File: config.mk
export PLATFORM = sky130hd
export DESIGN_NAME = low_power_ifft_flat
export DESIGN_NICKNAME = d
export VERILOG_FILES = /design/src/rtl/low_power_ifft_if.sv /design/src/rtl/low_power_ifft.sv /design/src/flat_wrapper.sv
export SDC_FILE = /design/constraint.sdc
export NUM_CORES = 2
export LEC_CHECK = 0
export ABC_AREA = 1
export BUFFER_PORTS_ARGS = -buffer_cell sky130_fd_sc_hd__buf_4
export CAP_MARGIN = 20
export CORE_MARGIN = 2
export CORE_UTILIZATION = 55
export DETAILED_ROUTE_END_ITERATION = 6
export PLACE_DENSITY = 0.79
export SKIP_CTS_REPAIR_TIMING = 1
export SLEW_MARGIN = 25
export SYNTH_ARGS = -nofsm -noshare
export SYNTH_HDL_FRONTEND = slang
export SYNTH_SLANG_ARGS = --single-unit
File: constraint.sdc
create_clock -name clk -period 8.8 [get_ports clk]
set_clock_uncertainty 0.1 [all_clocks]
set_input_delay 1.76 -clock clk [delete_from_list [all_inputs] [get_ports clk]]
set_output_delay 1.76 -clock clk [all_outputs]
set_load 0.03 [all_outputs]
File: src/rtl/low_power_ifft_if.sv
// Streaming bus for low_power_ifft: serial complex spectrum in, serial time samples out.
// The master modport drives the spectrum; the slave modport is the IFFT itself.
interface low_power_ifft_if #(
  parameter int width = 9
) ();
  logic                    vld_in;
  logic signed [width-1:0] in_r;
  logic signed [width-1:0] in_i;
  logic                    ready;
  logic signed [width-1:0] out_r;
  logic signed [width-1:0] out_i;
  logic                    vld_out;

  modport master (
    output vld_in, in_r, in_i,
    input  ready, out_r, out_i, vld_out
  );

  modport slave (
    input  vld_in, in_r, in_i,
    output ready, out_r, out_i, vld_out
  );
endinterface

File: src/rtl/low_power_ifft.sv
// Eight-point radix-2 DIT inverse FFT: bit-reversed load, three time-shared butterfly stages, serial output.
// Define LP_IFFT_SCALE_EN to scale results by 1/8 before saturation; otherwise outputs are the unnormalised 8x IDFT.
module low_power_ifft #(
  parameter int width = 9,
  parameter int FRAC  = 7
) (
  input  logic            clk,
  input  logic            rst,
  low_power_ifft_if.slave bus
);

  localparam int IW   = width + 4;
  localparam int PW   = 2 * IW;
  // round(0.70710678 * 2^FRAC), from a 16-bit fixed-point approximation of 1/sqrt(2)
  localparam int CW   = (46341 * (1 << FRAC) + 32768) / 65536;
  localparam int OMAX = (1 << (width - 1)) - 1;
  localparam int OMIN = -(1 << (width - 1));

  localparam logic [1:0] W_ONE = 2'd0;
  localparam logic [1:0] W_P45 = 2'd1;
  localparam logic [1:0] W_J   = 2'd2;
  localparam logic [1:0] W_M45 = 2'd3;

  typedef enum logic [2:0] {LOAD, STG0, STG1, STG2, OUT} state_t;
  typedef logic signed [IW-1:0] samp_t;

  state_t                  state_q, state_d;
  logic [2:0]              kCnt_q, kCnt_d;
  logic [2:0]              nCnt_q, nCnt_d;
  samp_t                   bR_q [8];
  samp_t                   bI_q [8];
  samp_t                   bR_d [8];
  samp_t                   bI_d [8];
  logic signed [width-1:0] outR_q, outR_d;
  logic signed [width-1:0] outI_q, outI_d;
  logic                    vldOut_q, vldOut_d;

  logic [1:0]              stg;
  logic [7:0]              cfg;
  logic [2*IW-1:0]         prod;
  samp_t                   twR, twI;

  function automatic logic [2:0] bitrev3(input logic [2:0] k);
    return {k[0], k[1], k[2]};
  endfunction

  // Packs {top index, bottom index, twiddle select} for butterfly m of stage s
  function automatic logic [7:0] pairCfg(input logic [1:0] s, input logic [1:0] m);
    logic [2:0] p, q;
    logic [1:0] w;
    case (s)
      2'd0: begin
        p = {m, 1'b0};
        q = {m, 1'b1};
        w = W_ONE;
      end
      2'd1: begin
        p = {m[0], 1'b0, m[1]};
        q = {m[0], 1'b1, m[1]};
        w = m[1] ? W_J : W_ONE;
      end
      default: begin
        p = {1'b0, m};
        q = {1'b1, m};
        w = m;
      end
    endcase
    return {p, q, w};
  endfunction

  // Conjugate twiddles: +-1 and +j are swap/negate only, the 45-degree ones floor the full product
  function automatic logic [2*IW-1:0] twMul(input samp_t br, input samp_t bi, input logic [1:0] sel);
    logic signed [PW-1:0] brx, bix, ck, pr, pi;
    samp_t tr, ti;
    brx = br;
    bix = bi;
    ck  = PW'(CW);
    tr  = br;
    ti  = bi;
    pr  = '0;
    pi  = '0;
    case (sel)
      W_ONE: ;
      W_J: begin
        tr = -bi;
        ti = br;
      end
      W_P45: begin
        pr = brx * ck - bix * ck;
        pi = brx * ck + bix * ck;
        tr = samp_t'(pr >>> FRAC);
        ti = samp_t'(pi >>> FRAC);
      end
      default: begin
        pr = -(brx * ck) - bix * ck;
        pi = brx * ck - bix * ck;
        tr = samp_t'(pr >>> FRAC);
        ti = samp_t'(pi >>> FRAC);
      end
    endcase
    return {tr, ti};
  endfunction

  function automatic logic signed [width-1:0] outStage(input samp_t v);
    samp_t s;
`ifdef LP_IFFT_SCALE_EN
    s = v >>> 3;
`else
    s = v;
`endif
    if (s > samp_t'(OMAX)) return width'(OMAX);
    if (s < samp_t'(OMIN)) return width'(OMIN);
    return s[width-1:0];
  endfunction

  always_ff @(posedge clk or posedge rst) begin
    if (rst) begin
      state_q  <= LOAD;
      kCnt_q   <= '0;
      nCnt_q   <= '0;
      bR_q     <= '{default: '0};
      bI_q     <= '{default: '0};
      outR_q   <= '0;
      outI_q   <= '0;
      vldOut_q <= 1'b0;
    end else begin
      state_q  <= state_d;
      kCnt_q   <= kCnt_d;
      nCnt_q   <= nCnt_d;
      bR_q     <= bR_d;
      bI_q     <= bI_d;
      outR_q   <= outR_d;
      outI_q   <= outI_d;
      vldOut_q <= vldOut_d;
    end
  end

  always_comb begin
    state_d  = state_q;
    kCnt_d   = kCnt_q;
    nCnt_d   = nCnt_q;
    bR_d     = bR_q;
    bI_d     = bI_q;
    outR_d   = outR_q;
    outI_d   = outI_q;
    vldOut_d = 1'b0;
    stg      = 2'd0;
    cfg      = '0;
    prod     = '0;
    twR      = '0;
    twI      = '0;

    case (state_q)
      LOAD: begin
        if (bus.vld_in) begin
          bR_d[bitrev3(kCnt_q)] = {{4{bus.in_r[width-1]}}, bus.in_r};
          bI_d[bitrev3(kCnt_q)] = {{4{bus.in_i[width-1]}}, bus.in_i};
          kCnt_d = kCnt_q + 3'd1;
          if (kCnt_q == 3'd7) state_d = STG0;
        end
      end
      STG0: begin
        stg     = 2'd0;
        state_d = STG1;
      end
      STG1: begin
        stg     = 2'd1;
        state_d = STG2;
      end
      STG2: begin
        stg     = 2'd2;
        state_d = OUT;
      end
      OUT: begin
        outR_d   = outStage(bR_q[nCnt_q]);
        outI_d   = outStage(bI_q[nCnt_q]);
        vldOut_d = 1'b1;
        nCnt_d   = nCnt_q + 3'd1;
        if (nCnt_q == 3'd7) state_d = LOAD;
      end
      default: state_d = LOAD;
    endcase

    if (state_q == STG0 || state_q == STG1 || state_q == STG2) begin
      for (int m = 0; m < 4; m++) begin
        cfg  = pairCfg(stg, m[1:0]);
        prod = twMul(bR_q[cfg[4:2]], bI_q[cfg[4:2]], cfg[1:0]);
        twR  = prod[2*IW-1:IW];
        twI  = prod[IW-1:0];
        bR_d[cfg[7:5]] = bR_q[cfg[7:5]] + twR;
        bI_d[cfg[7:5]] = bI_q[cfg[7:5]] + twI;
        bR_d[cfg[4:2]] = bR_q[cfg[7:5]] - twR;
        bI_d[cfg[4:2]] = bI_q[cfg[7:5]] - twI;
      end
    end
  end

  assign bus.ready   = (state_q == LOAD);
  assign bus.out_r   = outR_q;
  assign bus.out_i   = outI_q;
  assign bus.vld_out = vldOut_q;

endmodule

File: src/flat_wrapper.sv
// flat-port wrapper written by rule: the top's interface ports become plain ports
module low_power_ifft_flat 
#(
  parameter int width = 9,
  parameter int FRAC  = 7
)
  (clk, rst, bus_vld_in, bus_in_r, bus_in_i, bus_ready, bus_out_r, bus_out_i, bus_vld_out);
  low_power_ifft_if #(.width(width)) bus_i ();
  input  logic clk;
  input  logic rst;
  input wire logic [$bits(bus_i.vld_in)-1:0] bus_vld_in;
  input wire logic [$bits(bus_i.in_r)-1:0] bus_in_r;
  input wire logic [$bits(bus_i.in_i)-1:0] bus_in_i;
  output wire logic [$bits(bus_i.ready)-1:0] bus_ready;
  output wire logic [$bits(bus_i.out_r)-1:0] bus_out_r;
  output wire logic [$bits(bus_i.out_i)-1:0] bus_out_i;
  output wire logic [$bits(bus_i.vld_out)-1:0] bus_vld_out;
  assign bus_i.vld_in = bus_vld_in;
  assign bus_i.in_r = bus_in_r;
  assign bus_i.in_i = bus_in_i;
  assign bus_ready = bus_i.ready;
  assign bus_out_r = bus_i.out_r;
  assign bus_out_i = bus_i.out_i;
  assign bus_vld_out = bus_i.vld_out;
  low_power_ifft #(.width(width), .FRAC(FRAC)) u_core (.clk(clk), .rst(rst), .bus(bus_i));
endmodule
==> flow_metrics.py <==
metrics = {
    "clocking": {
        "cts_tree": "done",
        "cts.sink_count": 236,
        "worst_skew_pair.late_latency_ns": 0.58,
        "cts_buffers": 34,
        "cts_max_level": 2,
        "clock_tree.root_cell": "clkbuf_16",
        "cts_buffer_depth": 3,
        "clk_transition_reported_paths_ns": 0.06,
    },
    "synthesis": {
        "synth_seq_area_share_pct": 15.4,
        "synth.cells.most_frequent": "inv_1 (949), nand2_1 (865), a21oi_1 (690), ha_1 (507), o21ai_0 (434)",
        "synthTopCellsByArea": "ha_1 (17%), dfrtp_1 (15%), inv_1 (9.3%)",
        "ys_warn_count": 0,
        "yosys_most_used_dff": "dfrtp_1",
        "yosys.cell_types.count": 69,
        "synth.net_count": 6308,
        "asyncSetResetFlopFracSynth_pct": 100,
        "synth.most_common_cell": "inv_1",
        "synth_edf_count": 0,
        "yosysTopAreaCellShare_pct": 16.5,
        "syn-instance-count": 5643,
        "syn-cell-area_um2": 38400,
        "synth.largest_area_cell": "ha_1",
        "yosys_register_bits": 236,
        "avgSynthCellArea_um2": 6.80,
    },
    "layout": {
        "layout_overhead_on_the_synthesized_area_pct": 6.96,
        "share_of_layout_cells_above_drive_strength_1_pct": 6.23,
        "stdcell_area_um2": 41100,
        "post_layout_nonfiller_instances": 6536,
        "finish.net_count": 6243,
        "finish.utilization_pct": 59.7,
    },
    "worst_setup_path": {
        "timing.reg2reg.setup_slack_ns": 0.29,
        "critical_path.reg2reg.startpoint": "u_core.bR_q[2]$_DFFE_PP0P_",
        "crit_end": "u_core.bR_q[38]$_DFF_PP0_",
        "cp_slowest_cell": "dfrtp_1",
        "critical_path.startpoint_type": "flip-flop",
        "cpPeakStageDelay_ns": 0.56,
        "r2r-end": "u_core.bR_q[38]$_DFF_PP0_",
        "crit_required_ns": 9.15,
        "cp-end-kind": "flip-flop",
        "path_class": "flip-flop to flip-flop",
        "worstSetupStartpoint": "u_core.bR_q[2]$_DFFE_PP0P_",
        "arrival_ns": 8.85,
        "worst_r2r_path_depth": 40,
        "timing.critical_path.fanout_max": 7,
    },
    "sta": {
        "slew_headroom_pct": 23.0,
        "finalHoldViolCount": 0,
        "worst-slew-pin-transition_ns": 1.15,
        "layout_worst_path_cycle_share_pct": 96.7,
        "fin_crit_ns": 8.51,
        "max_freq_mhz": 118,
        "slew_viol_final": 0,
        "finalSetupViolCount": 0,
    },
    "placed_design": {
        "finalWeightedCongestion": 1.06,
        "port-buffer-count": 40,
        "post_place_instance_area_um2": 39800,
        "placed_cells": 6465,
        "dp.final_hpwl_mm": 119,
    },
    "routing": {
        "via_per_inst": 6.30,
        "number_of_iterations_in_the_first_detailed_routing_pass": 7,
        "antenna_violating_nets_post_route": 0,
        "routedWlPerCell_um": 24.0,
        "drt_first_iter_violations": 5401,
        "drt-total-wl_mm": 157,
        "route.vias.total": 41200,
        "drcViolationCount": 1,
    },
    "outcome": {
        "violations_in_the_final_reports": "DRC",
        "status": "finished, violations left",
    },
    "floorplanning": {
        "pin_count": 41,
        "die-height_um": 268,
        "design.die.area_um2": 71900,
        "initial_core_util_pct": 55.8,
        "die_w_um": 268,
        "placementRows": 96,
        "placeableCoreArea_um2": 68800,
    },
    "global_routing": {
        "largest_net_degree_at_the_start_of_global_routing": 152,
        "antenna_violations_before_repair": 3,
        "vias_in_the_first_global_route": 38100,
        "grt_remaining_overflow": 0,
        "wire_length_of_the_first_global_routing_pass_mm": 233,
        "grt.total_usage_pct": 42.9,
    },
    "flow_run": {
        "drv_cap": 0,
    },
    "min_path": {
        "hold_path_depth": 2,
        "hold_path.class": "flip-flop to flip-flop",
    },
}
## worst min-delay path by stage
stage                               startpoint                              end  slack [ns]
6_report       u_core.bus.out_r[5]$_DFFE_PP0P_  u_core.bus.out_r[5]$_DFFE_PP0P_        0.43
2_1_floorplan     u_core.kCnt_q[0]$_DFFE_PP0P_     u_core.kCnt_q[0]$_DFFE_PP0P_        0.39
3_5_place_dp   u_core.bus.out_i[3]$_DFFE_PP0P_  u_core.bus.out_i[3]$_DFFE_PP0P_        0.42
5_1_grt        u_core.bus.out_r[4]$_DFFE_PP0P_  u_core.bus.out_r[4]$_DFFE_PP0P_        0.45
4_1_cts        u_core.bus.out_r[5]$_DFFE_PP0P_  u_core.bus.out_r[5]$_DFFE_PP0P_        0.43
3_3_place_gp   u_core.bus.out_i[0]$_DFFE_PP0P_  u_core.bus.out_i[0]$_DFFE_PP0P_        0.41
## layer usage
layer  up-vias  global-route usage (%)  routed length (um)
met3       642                    11.7               19000
met2      2652                    63.9               65500
met5         -                       0                  15
li1      18700                       -                   -
met4         2                    28.0               12700
met1     19200                    54.5               59800
## flip-flops by register name, indices dropped and copies added (netlist names)
signal / count
u_core.bI_q: 104
u_core.bR_q: 104
u_core.bus.vld_out: 1
u_core.nCnt_q: 3
u_core.bus.out_i: 9
u_core.bus.out_r: 9
u_core.state_q: 3
u_core.kCnt_q: 3
## final cells by class
class | count | area, um^2
inverter | 964 | 3640
antenna | 4 | 10.0
tap | 931 | 1160
clock buffer | 48 | 985
sequential | 236 | 5910
clock inverter | 11 | 114
timing repair buffer | 159 | 1280
fill | 6553 | 27800
multi-input combinational | 4183 | 28000
## logic make-up after synthesis
kind of cell / count (synthesis) / synth area share (%)
adder cells (fa/ha/maj): 644 / 23.7
flip-flops: 236 / 15.4
XOR/XNOR: 228 / 5.20
AO/OA/AOI/OAI: 1685 / 25.8
AND/OR/NAND/NOR: 1625 / 17.8
buffers and inverters: 1225 / 12.2
## per-stage QoR
stage | TNS, ns | hold slack (ns) | setup slack, ns
floorplan | 0 | 0.394 | 0.465
global placement | 0 | 0.413 | 0.169
detailed placement | -0.00526 | 0.421 | -0.00526
CTS | -0.230 | 0.433 | -0.0484
global route | -0.00722 | 0.454 | -0.00722
finish | 0 | 0.427 | 0.293
## worst max-delay path, delay by kind of cell, from the launching register on
family	cells	cell delay [ns]
xor gates and xnor gates	1	0.25
adders and majority gates	8	3.15
AOI/OAI and AO/OA	12	1.68
buffers and inverters	6	0.54
and+or+nand+nor	13	2.09
DFF	1	0.56
## cell usage in the layout (no fill, tap or decap), drive strengths merged, types with 13 or more instances in the layout
cell type / Yosys / routed
a211oi: 14 / 14
a21boi: 13 / 13
a21o: 22 / 22
a21oi: 695 / 695
a221oi: 24 / 24
a22oi: 37 / 37
a31oi: 43 / 43
a41oi: 66 / 66
buf: 76 / 159
clkbuf: 185 / 48
dfrtp: 236 / 236
fa: 137 / 137
ha: 507 / 507
inv: 962 / 963
nand2: 889 / 889
nand3: 213 / 213
nand3b: 13 / 13
nand4: 22 / 22
nor2: 409 / 410
nor3: 43 / 43
o211ai: 14 / 14
o21a: 13 / 13
o21ai: 456 / 456
o21bai: 53 / 53
o221ai: 51 / 51
o22ai: 121 / 121
o31ai: 20 / 20
or2: 25 / 25
xnor2: 28 / 28
xor2: 200 / 200
Power is not shown: default switching activity piles up to over one toggle a cycle in this logic, so the estimate is an artifact.
